<file path="config.mk">
export PLATFORM = sky130hd
export DESIGN_NAME = estufa_atuador_ctrl
export DESIGN_NICKNAME = d
export VERILOG_FILES = /design/src/rtl/estufa_atuador_ctrl.sv
export SDC_FILE = /design/constraint.sdc
export NUM_CORES = 1
export LEC_CHECK = 0
export ABC_CLOCK_PERIOD_IN_PS = 2650
export BUFFER_PORTS_ARGS = -buffer_cell sky130_fd_sc_hd__buf_2
export CORE_MARGIN = 4
export CORE_UTILIZATION = 45
export CTS_CLUSTER_DIAMETER = 150
export DETAILED_ROUTE_END_ITERATION = 8
export HOLD_SLACK_MARGIN = 0.15
export MAX_ROUTING_LAYER = met4
export PLACE_DENSITY = 0.7
export RECOVER_POWER = 100
export SETUP_SLACK_MARGIN = 0.5
export SLEW_MARGIN = 20
export SYNTH_ARGS = -nofsm -noshare
export SYNTH_HDL_FRONTEND = slang
export SYNTH_SLANG_ARGS = --single-unit
</file>
<file path="constraint.sdc">
create_clock -name clk_2 -period 2.65 [get_ports clk_2]
set_input_delay 0.265 -clock clk_2 [delete_from_list [all_inputs] [get_ports clk_2]]
set_output_delay 0.265 -clock clk_2 [all_outputs]
set_load 0.02 [all_outputs]
</file>
<file path="src/rtl/estufa_atuador_ctrl.sv">
// Greenhouse actuator controller: decodes T1/T2 into heat/cool/fault and drives heater,
// cooler and a blinking red LED. Optional input synchronizer enabled by ESTUFA_SYNC_EN.
module estufa_atuador_ctrl #(
  parameter int MIN_ON     = 4,
  parameter int DEAD       = 2,
  parameter int BLINK_HALF = 2,
  parameter int CNT_W      = 8
) (
  input  logic       clk_2,
  input  logic       reset,
  input  logic       t1,
  input  logic       t2,
  output logic       heater,
  output logic       cooler,
  output logic       red_led,
  output logic [2:0] state_o
);

  typedef enum logic [2:0] {
    S_IDLE  = 3'd0,
    S_HEAT  = 3'd1,
    S_COOL  = 3'd2,
    S_DEAD  = 3'd3,
    S_FAULT = 3'd4
  } state_t;

  localparam logic [CNT_W-1:0] L_MIN_LAST   = CNT_W'(MIN_ON - 1);
  localparam logic [CNT_W-1:0] L_DEAD_LAST  = CNT_W'(DEAD - 1);
  localparam logic [CNT_W-1:0] L_BLINK_LAST = CNT_W'(BLINK_HALF - 1);
  localparam logic [CNT_W-1:0] L_CNT_MAX    = {CNT_W{1'b1}};

  logic w_t1;
  logic w_t2;

`ifdef ESTUFA_SYNC_EN
  // Two-flop synchronizer; zeros after reset decode as a heat request until flushed.
  logic [1:0] r_sync1;
  logic [1:0] r_sync2;

  always_ff @(posedge clk_2) begin
    if (reset) begin
      r_sync1 <= 2'b00;
      r_sync2 <= 2'b00;
    end else begin
      r_sync1 <= {t2, t1};
      r_sync2 <= r_sync1;
    end
  end

  assign w_t1 = r_sync2[0];
  assign w_t2 = r_sync2[1];
`else
  assign w_t1 = t1;
  assign w_t2 = t2;
`endif

  logic w_heat_req;
  logic w_cool_req;
  logic w_fault;

  assign w_heat_req = ~w_t1 & ~w_t2;
  assign w_cool_req =  w_t1 &  w_t2;
  assign w_fault    = ~w_t1 &  w_t2;

  state_t           r_state;
  state_t           w_next;
  logic [CNT_W-1:0] r_cnt;
  logic             r_blink;
  logic [CNT_W-1:0] r_bcnt;

  always_ff @(posedge clk_2) begin
    if (reset) begin
      r_state <= S_IDLE;
      r_cnt   <= '0;
    end else begin
      r_state <= w_next;
      if (w_next != r_state) begin
        r_cnt <= '0;
      end else if (r_cnt != L_CNT_MAX) begin
        r_cnt <= r_cnt + 1'b1;
      end
    end
  end

  // Fault dominates every state; a mode holds while its own request persists.
  always_comb begin
    w_next = r_state;
    case (r_state)
      S_IDLE: begin
        if (w_fault)         w_next = S_FAULT;
        else if (w_heat_req) w_next = S_HEAT;
        else if (w_cool_req) w_next = S_COOL;
      end
      S_HEAT: begin
        if (w_fault)                                w_next = S_FAULT;
        else if (!w_heat_req && r_cnt >= L_MIN_LAST) w_next = S_DEAD;
      end
      S_COOL: begin
        if (w_fault)                                w_next = S_FAULT;
        else if (!w_cool_req && r_cnt >= L_MIN_LAST) w_next = S_DEAD;
      end
      S_DEAD: begin
        if (w_fault)                    w_next = S_FAULT;
        else if (r_cnt >= L_DEAD_LAST)  w_next = S_IDLE;
      end
      S_FAULT: begin
        if (!w_fault) w_next = S_DEAD;
      end
      default: w_next = S_IDLE;
    endcase
  end

  // Blink flop starts high on FAULT entry and flips every BLINK_HALF cycles inside it.
  always_ff @(posedge clk_2) begin
    if (reset) begin
      r_blink <= 1'b0;
      r_bcnt  <= '0;
    end else if (w_next == S_FAULT) begin
      if (r_state != S_FAULT) begin
        r_blink <= 1'b1;
        r_bcnt  <= '0;
      end else if (r_bcnt >= L_BLINK_LAST) begin
        r_blink <= ~r_blink;
        r_bcnt  <= '0;
      end else begin
        r_bcnt <= r_bcnt + 1'b1;
      end
    end else begin
      r_blink <= 1'b0;
      r_bcnt  <= '0;
    end
  end

  assign heater  = (r_state == S_HEAT);
  assign cooler  = (r_state == S_COOL);
  assign red_led = r_blink & (r_state == S_FAULT);
  assign state_o = r_state;

endmodule

</file>
[Word level (Yosys, flattened, before mapping)]
Cells that the tools add are included.
Operators by class
  shifts and indexed selects: 0
  muxes and demuxes: 13
  reduce and logical (&&, ||, !) cells: 9
  bitwise logic cells: 8
  divide/modulo/power cells: 0
  equality and inequality tests: 8
  $lt $le $gt $ge: 3
  add/sub/neg operators: 2
  multipliers: 0
Operators by type and width (number)
  $mux 3: 10
  $add 8x1->8 const B: 2
  $ge 8x1->1 const B: 2
  $pmux 3 s5: 1
  $ge 8x2->1 const B: 1
  $ne 8x8->1 const B: 1
  $eq 3x2->1 const B: 2
  $eq 3x3->1 const B: 2
  $and 1x1->1: 4
  $not 1->1: 4
  $reduce_or 2->1: 2
  $reduce_or 4->1: 1
  $eq 3x1->1 const B: 1
  $logic_not 3->1: 1
  $ne 3x3->1: 1
  $ne 3x3->1 const B: 1
  $logic_and 1x1->1: 2
  $logic_not 1->1: 2
  $mux 1: 2
  $reduce_bool 2->1: 1
Word-level totals
  memory bits (read-only): 0
  output and inout bits: 6
  input bits: 4
  logic and storage cells: 47
  bits in latches: 0
  memories: 0
  RAM bits: 0
  register bits after elaboration: 20

[Logic depth before layout (Yosys ltp)]
  word-level depth: 10
  mapped depth: 7
  gate-level depth less buffers: 7

[Worst setup path before layout]
No wires, ideal clock.
  kind: register to register
  start point: register r_state[0], in the netlist state_o[0]
  end point: register r_cnt[1]
  stages on the path, launching flop included: 7
  data arrival time: 2.005 ns
  setup slack: 0.508 ns
  buffers on the path: 1
  clock period less this slack: 2.142 ns
  setup time: 0.137 ns
  data required time: 2.513 ns
  cells stage by stage: dfxtp_1 buf_2 nor3b_1 o21ai_0 o21ai_0 o22a_1 nor3_1
Between the ends
  elaborated cells on any way between the ends: 18
  classes of those cells: 5 x eq/ne; 11 x mux; 2 x reduce/logical
RTL lines
  from (decl): RTL line 65  | state_t r_state;
  from (signal assigned): RTL line 76  | r_state <= w_next;
  $eq 3x1->1
  net heater: RTL line 13  | output logic heater,
  $pmux 3 s5: RTL line 88  | case (r_state)
  $ne 3x3->1: RTL line 77  | if (w_next != r_state) begin
  $reduce_or 2->1 (no line)
  to (signal assigned): RTL line 80  | r_cnt <= r_cnt + 1'b1;
  to (decl): RTL line 67  | logic [CNT_W-1:0] r_cnt;
The timed path passes the listed nets, and every way through them passes these cells.
A chain may end at the register's enable or synchronous reset.

[Final worst setup path]
  start point: register r_cnt[1]
  end point: register r_cnt[0]
Between the ends
  cells in the longest elaborated chain, start to end: 7
  elaborated cells on any way between the ends: 14
  classes of those cells: 2 x order compare; 2 x eq/ne; 7 x mux; 3 x reduce/logical
RTL lines (RTL line)
  $ge 8x2->1: 96, 100
  $logic_and 1x1->1, on equally long branches: 100, 96
  $mux 3, on equally long branches: 100, 96
  $mux 3, on equally long branches: 99, 95
  $pmux 3 s5: 88
  $ne 3x3->1: 77
  $reduce_or 2->1 (no line)
Several ways; a longest one is shown, not always the timed one.

==> results.cfg <==
[sta]
layout_min_cycle_time_ns = 2.02
setup_viol = 0
hold_violations = 0
drv_slew = 0
max_freq_ghz = 0.495
fin_crit_sh = 0.762
fin_ws_ns = 0.631
hold_slack_ns = 0.183
setup_tns_ns = 0
rsz0062_at_grt = false
skew_ns = 0.00414

[cts]
path_clk_slew_ns = 0.11
cts_hold_buf = 0
cts_sinks = 20
clk_path_buf_depth = 2
worstSkewPairLatency_ns = 0.30
cts_tree = yes
cts.htree.levels = 1
cts.root.buffer_cell = clkbuf_4
cts_setup_buffers = 0
cts-buffers-inserted = 3

[power_and_ir_drop]
p_clk_frac = 0.296
p_int_mw = 0.428
switchingPower_mw = 0.158
power.leakage_nw = 0.409
ir_drop_mv = 0.314
pwr_density_cell_mw_per_mm2 = 523
p_sw_frac = 0.270
p_seq_frac = 0.558
p_comb_frac = 0.145

[layout]
layout.cells.most_common = dfxtp_1
num_antenna_cells = 0
synthToLayoutAreaGrowth_pct = 10.3
final_cell_mix = 19 x dfxtp_1, 12 x nor2_1, 10 x nor3_1
final_nets = 141
drive_gt1_frac = 0.115

[status]
status = finished clean

[logic_synthesis]
synthSimpleGateAreaFrac = 0.264
avgSynthCellArea_um2 = 8.68
synth_top_family_by_area = simple AND/OR/NAND/NOR gates
yosys.area_share.adder = 0.0739
ys_seq_area_frac = 0.394
synthCells = 117
yosysWarnings = 0
syn_area_mm2 = 0.00102
synthXorXnorAreaFrac = 0.0431
yosysUniqueCellTypes = 35
synth_mux_area_frac = 0.0443
ys_ff_latch = 20
synth_compound_area_frac = 0.123

[critical_path]
cp_max_fo = 8
worstPathCellList = inv_1 -> ha_1 -> nor4bb_1 -> nand4_1 -> a21oi_1 -> mux2i_4 -> nor3_1
cp_top_family = simple AND/OR/NAND/NOR gates
reg2reg_setup_slack_ns = 0.63
reg2reg_depth = 7
critical-path-slowest-cell = mux2i_4
r2r_end = r_cnt[0]
critPathKind = reg2reg
startpoint_type = register
critical_path_required_ns = 2.83
crit_arrival_ns = 2.20
worst-path-buf-inv = 1
cpPeakStageDelay_ns = 0.43
r2r-start = r_cnt[1]
worstSetupEndpointType = register
crit_end = r_cnt[0]
startpoint = r_cnt[1]
worst-path-stages = 7

[routing]
routed_wl_um = 2060
drc = 0
viasPerCell = 5.56
drt_iter0_markers = 11
vias = 873
dr.pass1.iters = 5
drt-wirelength-per-cell_um = 13.1
drtAntennaViolNets = 0

[global_routing]
track_usage = 0.141
grt_pass1_vias = 735
grt_pass1_wl_um = 3410
antenna_found_initial = 0
overflow = 0
grt_max_degree = 14

[floorplanning]
num_rows = 16
ios = 10
core_mm2 = 0.00204
die_width_um = 55.5
dieHeight_um = 55.5
start_util = 0.498
die-area_mm2 = 0.00308

[place]
dp_hpwl_um = 1400
portBuffers = 9
preCtsSetupSlack_ns = 0.546
gp_congestion = 0.850

[min_path]
min_path_type = in2reg

[flow_run]
cap_violations = 0
routing by layer:
layer | vias up | GRT usage | wire, um
met5 | - | - | 0
met4 | 0 | 0.0694 | 41
met3 | 5 | 0.0350 | 99
met2 | 24 | 0.209 | 946
met1 | 411 | 0.176 | 970
li1 | 433 | - | -
per-stage QoR:
| step | total power, mW | instance area, um^2 | std cells | util |
|---|---|---|---|---|
| after global placement | 0.413 | 1080 | 153 | 0.531 |
| after detailed placement | 0.416 | 1080 | 153 | 0.531 |
| after global routing | 0.617 | 1120 | 157 | 0.549 |
| after floorplan | 0.394 | 1030 | 121 | - |
| final | 0.587 | 1120 | 157 | 0.549 |
| after CTS | 0.587 | 1120 | 157 | 0.549 |
power by group through the flow:
stage / sequential [mW] / combinational [mW] / clock [mW]
floorplan: 0.329 / 0.0654 / 0
global placement: 0.333 / 0.0804 / 0
detailed placement: 0.334 / 0.0825 / 0
CTS: 0.327 / 0.0829 / 0.178
global route: 0.330 / 0.0928 / 0.193
finish: 0.328 / 0.0851 / 0.174
worst min-delay path by stage:
stage	start	cells after the start	to	slack (ns)
floorplan	reset	1	state_o[0]	0.34
global placement	r_bcnt[0]	1	r_bcnt[0]	0.45
detailed placement	r_bcnt[0]	1	r_bcnt[0]	0.48
CTS	reset	2	state_o[1]	0.18
global route	reset	2	state_o[0]	0.19
finish	reset	2	state_o[1]	0.18
cells in the mapped netlist, drive strengths merged:
library cell	count	share of area
dfxtp	20	0.39
nor2	12	0.044
nor3	10	0.049
nand2	9	0.033
inv	8	0.030
ha	6	0.074
nand3	6	0.030
o21ai	5	0.025
a21oi	4	0.023
buf	3	0.021
mux2i	3	0.033
nand2b	3	0.018
xnor2	3	0.026
a2111oi	2	0.030
a31oi	2	0.012
and3	2	0.012
nand4	2	0.012
nor4	2	0.018
or3	2	0.012
xor2	2	0.017
a211oi	1	0.0074
a311oi	1	0.0086
a41oi	1	0.0086
and2	1	0.0074
clkbuf	1	0.0037
conb	1	0.0037
mux2	1	0.011
nor3b	1	0.0074
nor4b	1	0.0086
nor4bb	1	0.0099
o22a	1	0.0086
layout make-up:
type                            instances  area (um^2)
Clock buffer                            4         36.3
Fill cell                             207          921
Inverter                                8         30.0
Multi-Input combinational cell         89          582
Sequential cell                        20          402
Tap cell                               27         33.8
Timing Repair Buffer                    9         37.5
cells by family (layout without fill, tap and decap cells):
kind of cell,Yosys count,after routing
compound gates,17,17
buf+inv,12,21
xor+xnor,5,5
mux,4,4
flops,20,20
fa+ha+maj,6,6
simple gates,52,52
other cells,1,5
repair_timing:
| item | in CTS | in global routing |
|---|---|---|
| resized for setup | 0 | 3 |
| endpoints found under the setup margin | 0 | 8 |
| hold endpoints to repair | 0 | 0 |
state kept, by name, summed over array words and instances (netlist names):
signal,flops
state_o,3
r_cnt,8
r_blink,1
r_bcnt,8
Power figures use the tool's default switching activity.
